<file path="src/rtl/loss_unit.sv">
// rtl/loss_unit.sv - per-sample error accumulator (squared error; |diff| when LOSS_UNIT_ABS_ERR_EN is defined)
module loss_unit #(
   parameter int BITS  = 16,
   parameter int FRAC  = 8,
   parameter int N_OUT = 4
) (
   input  logic            clk,
   input  logic            rst,
   input  logic            start,
   input  logic            out_valid,
   input  logic [BITS-1:0] out_data,
   input  logic [BITS-1:0] target,
   output logic            in_ready,
   output logic [BITS-1:0] Error,
   output logic            S_Error,
   output logic            busy
);

   localparam int ACC_W  = BITS + 8;
   localparam int TERM_W = 2 * BITS + 2;
   localparam int SUM_W  = TERM_W + 1;
   localparam int CNT_W  = $clog2(N_OUT + 1);
   localparam logic [CNT_W-1:0] LAST    = CNT_W'(N_OUT - 1);
   localparam logic [ACC_W-1:0] ERR_MAX = {{(ACC_W-BITS+1){1'b0}}, {(BITS-1){1'b1}}};

   typedef enum logic [1:0] {IDLE, ACCUM, DONE} state_t;

   state_t            state, state_n;
   logic [ACC_W-1:0]  acc, acc_n, acc_add, err_clip;
   logic [CNT_W-1:0]  cnt, cnt_n;
   logic [BITS-1:0]   error_n;
   logic signed [BITS:0] diff;
   logic [TERM_W-1:0] term;
   logic [SUM_W-1:0]  sum;

   assign diff = $signed({out_data[BITS-1], out_data}) - $signed({target[BITS-1], target});

`ifdef LOSS_UNIT_ABS_ERR_EN
   logic [BITS:0] mag;
   assign mag  = diff[BITS] ? (~diff + 1'b1) : diff;
   assign term = {{(TERM_W-BITS-1){1'b0}}, mag};
`else
   logic signed [TERM_W-1:0] dx, sq;
   assign dx   = {{(TERM_W-BITS-1){diff[BITS]}}, diff};
   assign sq   = dx * dx;
   assign term = $unsigned(sq) >> FRAC;
`endif

   // Wide sum so saturation can be detected before truncating to the accumulator.
   assign sum      = {{(SUM_W-ACC_W){1'b0}}, acc} + {1'b0, term};
   assign acc_add  = (sum > {{(SUM_W-ACC_W){1'b0}}, {ACC_W{1'b1}}}) ? {ACC_W{1'b1}} : sum[ACC_W-1:0];
   assign err_clip = (acc_add > ERR_MAX) ? ERR_MAX : acc_add;

   always_comb begin
      state_n = state;
      acc_n   = acc;
      cnt_n   = cnt;
      error_n = Error;
      case (state)
         IDLE: begin
            if (start) begin
               state_n = ACCUM;
               acc_n   = '0;
               cnt_n   = '0;
            end
         end
         ACCUM: begin
            if (start) begin
               acc_n = '0;
               cnt_n = '0;
            end else if (out_valid) begin
               acc_n = acc_add;
               cnt_n = cnt + 1'b1;
               if (cnt == LAST) begin
                  state_n = DONE;
                  error_n = err_clip[BITS-1:0];
               end
            end
         end
         DONE: begin
            if (start) begin
               state_n = ACCUM;
               acc_n   = '0;
               cnt_n   = '0;
            end else begin
               state_n = IDLE;
            end
         end
         default: state_n = IDLE;
      endcase
   end

   always_ff @(posedge clk or posedge rst) begin
      if (rst) begin
         state <= IDLE;
         acc   <= '0;
         cnt   <= '0;
         Error <= '0;
      end else begin
         state <= state_n;
         acc   <= acc_n;
         cnt   <= cnt_n;
         Error <= error_n;
      end
   end

   assign in_ready = (state == ACCUM);
   assign busy     = (state != IDLE);
   assign S_Error  = (state == DONE);

endmodule

</file>
<file path="config.mk">
export PLATFORM = sky130hd
export DESIGN_NAME = loss_unit
export DESIGN_NICKNAME = d
export VERILOG_FILES = /design/src/rtl/loss_unit.sv
export SDC_FILE = /design/constraint.sdc
export NUM_CORES = 1
export LEC_CHECK = 0
export ABC_AREA = 0
export CAP_MARGIN = 30
export CORE_MARGIN = 2
export CORE_UTILIZATION = 55
export CTS_CLUSTER_SIZE = 12
export DETAILED_ROUTE_END_ITERATION = 8
export PLACE_DENSITY = 0.73
export RECOVER_POWER = 100
export SETUP_SLACK_MARGIN = 0.4
export SYNTH_ARGS = -nofsm -noshare
export SYNTH_HDL_FRONTEND = slang
export SYNTH_SLANG_ARGS = --single-unit
</file>
<file path="constraint.sdc">
create_clock -name clk -period 9.7 [get_ports clk]
set_input_delay 2.91 -clock clk [delete_from_list [all_inputs] [get_ports clk]]
set_output_delay 2.91 -clock clk [all_outputs]
set_load 0.005 [all_outputs]
</file>
==> flow_summary.toml, run 1 <==
[placement]
numPortBuffers = 54
post_dp_cell_area_um2 = 17080
dp_hpwl_mm = 29.96
gp_congestion = 0.9241

[global_route]
track_usage_pct = 30.06
grt.met1_usage_pct = 38.24
grt_pass1_vias = 12940
grt-ovfl-total = 0
antenna_found_initial = 0
grt_max_degree = 46
met2_usage_pct = 52.23
grt_use_met3_pct = 3.848
busiest_layer = "met2"
grt_pass1_wl_mm = 62.55

[detailed_routing]
dr.pass1.iters = 5
ant_nets = 0
routed_via_density = 5.377
routed_wl_mm = 38.08
drt-initial-drc-count = 595
routed-via-count = 12030
wire_per_inst_um = 17.01
drc = 0

[synthesis]
syn_area_um2 = 13450
synth_seq_cells = 45
synth_edf_count = 0
ys_seq_area_share_pct = 8.372
synth_cells = 1504
syn_nets = 1934
synth_top_area_share_pct = 40.48
ys_async_sr_fraction_pct = 100.0
postSynthAreaPerCell_um2 = 8.943
yosys-top-cells-area = "fa_1 (40%), ha_1 (11%), inv_1 (9.7%)"
synth_fa_ha_area_share_pct = 51.83
synthSimpleGateAreaFrac_pct = 12.73
yosysTopAreaCell = "fa_1"
ys_types = 64
synth-xor-area-share_pct = 3.944
synth_top_family_by_area = "adder cells"
ys.flop_type = "dfrtp_1"
yosys_warnings = 0
synthMuxAreaShare_pct = 0.3070
synth_compound_area_share_pct = 11.68

[final_layout]
drive_above_1_share_pct = 32.13
area_growth_pct = 38.07
diodes = 0
nNetsFinal = 2343
finish.instance_area_um2 = 18570
mostFrequentLayoutCell = "buf_4"
final_cell_mix = "buf_4 (362), inv_1 (319), fa_1 (260)"

[clock_tree]
clkTransAtPathRegs_ns = 0.06
cts_sinks = 45
cts_max_level = 2
cts_tree = "yes"
clockRootBuffer = "clkbuf_16"
cts_hold_buffers = 0
cts_max_path_buffers = 2
cts_buffers = 5
clock_latency_ns = 0.29

[worst_setup_path]
required_ns = 9.87
worst_path_largest_cell_delay_ns = 0.59
crit_path_start_kind = "input pin"
critical_path_buf_inv_count = 9
cp-end-kind = "flip-flop"
worst_path_max_delay_cell = "fa_1"
worst-path-max-fanout = 8
critPathTopFamily = "adder cells"
path_class = "in2reg"
crit_arrival_ns = 12.38
cpMostUsedCell = "fa_1"

[sta]
fin_setup_tns_ns = -91.79
relSlewSlack_pct = -54.42
setup_viol = 39
setup_slack_ns = -2.509
rsz0062_at_grt = "yes"
final_max_slew_viol_count = 46
worstMarginPinSlew_ns = 2.316
fmax_mhz = 81.91
timing.final.crit_share_pct = 125.9
hold_viol = 0
clock_skew_ns = 0.006670
period_needed_ns = 12.21

[hold_path]
worstHoldPathType = "reg2reg"

[floorplanning]
die-height_um = 160.4
core_um2 = 24180
initial_utilization_pct = 55.63
io_pins = 55
die_w_um = 160.4
die_area_um2 = 25720
rows = 57

[run_status]
status = "finished with violations"
violations = "max-capacitance violations, max-slew violations, negative setup slack"

[flow_run]
cap_violations = 1
what timing repair did:
item                       4_1_cts  5_1_grt
gates resized for setup        131      106
setup endpoints to repair       39       39
pin swaps                       82       68
setup buffers                   32       25
gates cloned                     3        0
Yosys cell counts (3+ instances only):
| cell | number |
|---|---|
| o21ai_0 | 29 |
| nand2b_1 | 11 |
| o21a_1 | 15 |
| a21oi_2 | 11 |
| o2111a_1 | 4 |
| nand3b_1 | 17 |
| nor2_1 | 143 |
| o31ai_1 | 3 |
| inv_1 | 349 |
| nor3_1 | 15 |
| o22ai_1 | 3 |
| nand4_1 | 6 |
| a211oi_1 | 9 |
| xor2_1 | 23 |
| a22o_1 | 16 |
| a31oi_1 | 4 |
| a21boi_0 | 4 |
| a21o_1 | 23 |
| fa_1 | 272 |
| a21oi_1 | 66 |
| and3_1 | 4 |
| o211ai_1 | 6 |
| nor3b_1 | 7 |
| or2_2 | 9 |
| o21bai_1 | 6 |
| xnor2_1 | 35 |
| ha_1 | 122 |
| clkbuf_1 | 41 |
| a31o_2 | 3 |
| nand3_1 | 16 |
| nand2_1 | 126 |
| dfrtp_1 | 45 |
| nor2b_1 | 13 |
| mux2i_1 | 3 |
| and4_1 | 3 |
registers in the layout (all words and copies together) (netlist names):
signal and count:
Error 16, acc 24, cnt 3, state 2
area by class of cell:
| cell class | count | area (µm²) |
|---|---|---|
| multi-input combinational | 1063 | 11830 |
| fill | 1521 | 5607 |
| timing repair buffer | 446 | 3676 |
| inverter | 352 | 1354 |
| sequential | 45 | 1126 |
| tap | 324 | 405.4 |
| clock buffer | 6 | 138.9 |
| clock inverter | 2 | 37.54 |
cell families after synthesis:
group	after synthesis
DFF	45
buffers and inverters	396
adders and majority gates	394
AOI/OAI and AO/OA	228
xor gates and xnor gates	59
muxes	4
and+or+nand+nor	378
routing by layer:
layer | up-vias | share of wire [%]
li1 | 5496 | -
met1 | 5958 | 39
met2 | 458 | 51
met3 | 121 | 5.9
met4 | 0 | 4.3
met5 | - | 0
worst paths after layout:
kind	startpoint	to	slack, ns	depth (start not counted)
worst min-delay path	cnt[2]	cnt[2]	0.49	2
worst max-delay path	out_data[0]	Error[9]	-2.51	46
worst min register to register	cnt[2]	cnt[2]	0.49	2
worst max register to register	acc[0]	Error[9]	5.98	13
max in group asynchronous	rst	acc[23]	4.46	3
min in group asynchronous	rst	Error[15]	3.91	3
metrics by stage:
stage | util (%) | hold WS, ns | std cells | setup slack [ns]
3_3_place_gp | 70.66 | 0.4624 | 2170 | -3.094
3_5_place_dp | 70.66 | 0.4828 | 2170 | -3.226
2_1_floorplan | - | 0.4498 | 1504 | -2.165
5_1_grt | 76.81 | 0.5292 | 2238 | -2.787
4_1_cts | 74.26 | 0.4964 | 2213 | -2.323
6_report | 76.81 | 0.4900 | 2238 | -2.509
worst register-to-register path, stage by stage (launching register included):
cell and delay, ns:
dfrtp_1 0.39, ha_1 0.23, fa_1 0.41, a211oi_1 0.37, o21ai_1 0.21, a2111o_1 0.48
a31o_1 0.25, a21oi_2 0.15, xor2_1 0.23, nand2_1 0.16, nor4_4 0.34, buf_6 0.18
buf_12 0.14, a21oi_4 0.06
Power of run 1 is not shown: default switching activity piles up to over one toggle a cycle in this logic, so the estimate is an artifact.
==> run 2, diff against run 1 <==
--- a/config.mk
+++ b/config.mk
@@ -8,10 +8,9 @@
 export ABC_AREA = 0
 export CAP_MARGIN = 30
 export CORE_MARGIN = 2
-export CORE_UTILIZATION = 55
+export CORE_UTILIZATION = 40
 export CTS_CLUSTER_SIZE = 12
 export DETAILED_ROUTE_END_ITERATION = 8
-export PLACE_DENSITY = 0.73
 export RECOVER_POWER = 100
 export SETUP_SLACK_MARGIN = 0.4
 export SYNTH_ARGS = -nofsm -noshare
==> run 2 against run 1 <==
Effect of this change: the run still ends with max-capacitance violations, max-slew violations, negative setup slack left; die area rose by 36%; clock skew is 0.0065 ns higher; clock-buffer cell count down 1; global-route usage is 8.2 points lower; non-clock buffer count increased by 7; final area up 1.3%; sequential share of layout area decreased by 0.076 points.
==> flow_summary.toml, run 2 (synthesis results as in run 1) <==
[final_layout]
final_cell_mix = "buf_4 (364), inv_1 (318), fa_1 (264)"
regMostFlops = "acc"
area_growth_pct = 39.82
largest_register_ffs = 24
instances_no_fill = 2370
drive_above_1_share_pct = 32.47
diodes = 0
reg_top3 = "acc x24, Error x16, cnt x3"
multi_input_area_um2 = 11800
mostFrequentLayoutCell = "buf_4"
nFillCells = 2915
nNetsFinal = 2351
seq_area_um2 = 1126

[clock_tree]
clock_latency_ns = 0.29
cts_buffers = 5
cts_tree = "yes"
cts_max_level = 2
clkTransAtPathRegs_ns = 0.06
cts_sinks = 45
clockRootBuffer = "clkbuf_16"
cts_max_path_buffers = 2

[global_route]
grt_max_degree = 46
antenna_found_initial = 0
grt_pass1_vias = 12590
grt-ovfl-total = 0
track_usage_pct = 21.87
grt_pass1_wl_mm = 63.11

[sta]
timing.final.crit_share_pct = 123.4
clock_skew_ns = 0.01313
setup_slack_ns = -2.271
worstMarginPinSlew_ns = 2.070
relSlewSlack_pct = -38.01
hold_viol = 0
fin_setup_tns_ns = -85.10
hold_ws_ns = 0.4970
setup_viol = 39
period_needed_ns = 11.97
final_max_slew_viol_count = 39
fmax_mhz = 83.54
rsz0062_at_grt = "yes"

[hold_path]
worstHoldPathCells = 1
worstHoldPathType = "reg2reg"

[detailed_routing]
routed-via-count = 11410
wire_per_inst_um = 15.34
drt-initial-drc-count = 525
ant_nets = 0
routed_wl_mm = 36.34
routed_via_density = 4.813
dr.pass1.iters = 5
drc = 0

[run_status]
violations = "max-capacitance violations, max-slew violations, negative setup slack"
status = "finished with violations"

[placement]
gp_congestion = 0.8937
dpl.cell_count = 2298
numPortBuffers = 54
dp_hpwl_mm = 30.15
dp_slack_ns = -3.101

[worst_setup_path]
required_ns = 9.87
crit_cells = 45
critical_path_buf_inv_count = 12
cp-end-kind = "flip-flop"
crit_path_start_kind = "input pin"
reg2reg_setup_slack_ns = 6.15
crit_arrival_ns = 12.14
critPathTopFamily = "adder cells"
worst_path_largest_cell_delay_ns = 0.60
ff2ff_path_depth = 15
worst_path_max_delay_cell = "fa_1"
path_class = "in2reg"
worst-path-max-fanout = 8

[floorplanning]
die_w_um = 187.4
rows = 67
core_um2 = 33280
die-height_um = 187.4
io_pins = 55
die_area_um2 = 35110
initial_utilization_pct = 40.42

[flow_run]
cap_violations = 1
run 2: changes by cell type in the layout (fill, tap and decap cells not counted), moves of 4 or more:
cell,before,now
fa_2,12,8
fa_1,260,264
dlygate4sd2_1,10,6
nand2_1,119,112
nand2_2,7,14
inv_2,26,30
run 2: what timing repair did:
item / CTS / global route
buffers inserted: 50 / 8
pin swaps: 128 / 44
hold buffers: 0 / 0
setup endpoints to repair: 39 / 39
cloned: 5 / 0
gates resized for setup: 198 / 33
endpoints found under the hold margin: 0 / 0
run 2: layout make-up:
| class | count | area share (%) |
|---|---|---|
| Multi-Input combinational cell | 1063 | 62.72 |
| Timing Repair Buffer | 453 | 20.20 |
| Inverter | 352 | 7.139 |
| Sequential cell | 45 | 5.988 |
| Tap cell | 448 | 2.981 |
| Clock buffer | 5 | 0.6653 |
| Clock inverter | 3 | 0.2661 |
| Timing Repair inverter | 1 | 0.03992 |
run 2: per-stage QoR:
| stage | util (%) | instance area [µm²] |
|---|---|---|
| 3_5_place_dp | 51.92 | 17280 |
| 6_report | 56.51 | 18810 |
| 5_1_grt | 56.51 | 18810 |
| 3_3_place_gp | 51.92 | 17280 |
| 2_1_floorplan | - | 13800 |
| 4_1_cts | 55.92 | 18610 |
run 2: worst paths after layout:
check,start,end
min in group asynchronous,rst,Error[7]
worst min-delay path,acc[0],acc[0]
worst max-delay path,out_data[1],Error[1]
max in group asynchronous,rst,acc[23]
worst min register to register,acc[0],acc[0]
worst max register to register,acc[0],Error[1]
run 2: per-layer routing:
metal	global-route usage, %	part of all wire, %
met2	37.19	48
met5	0	0
met3	2.008	3.6
met1	30.37	46
met4	5.088	2.4
Power of run 2 is left out for the same reason.
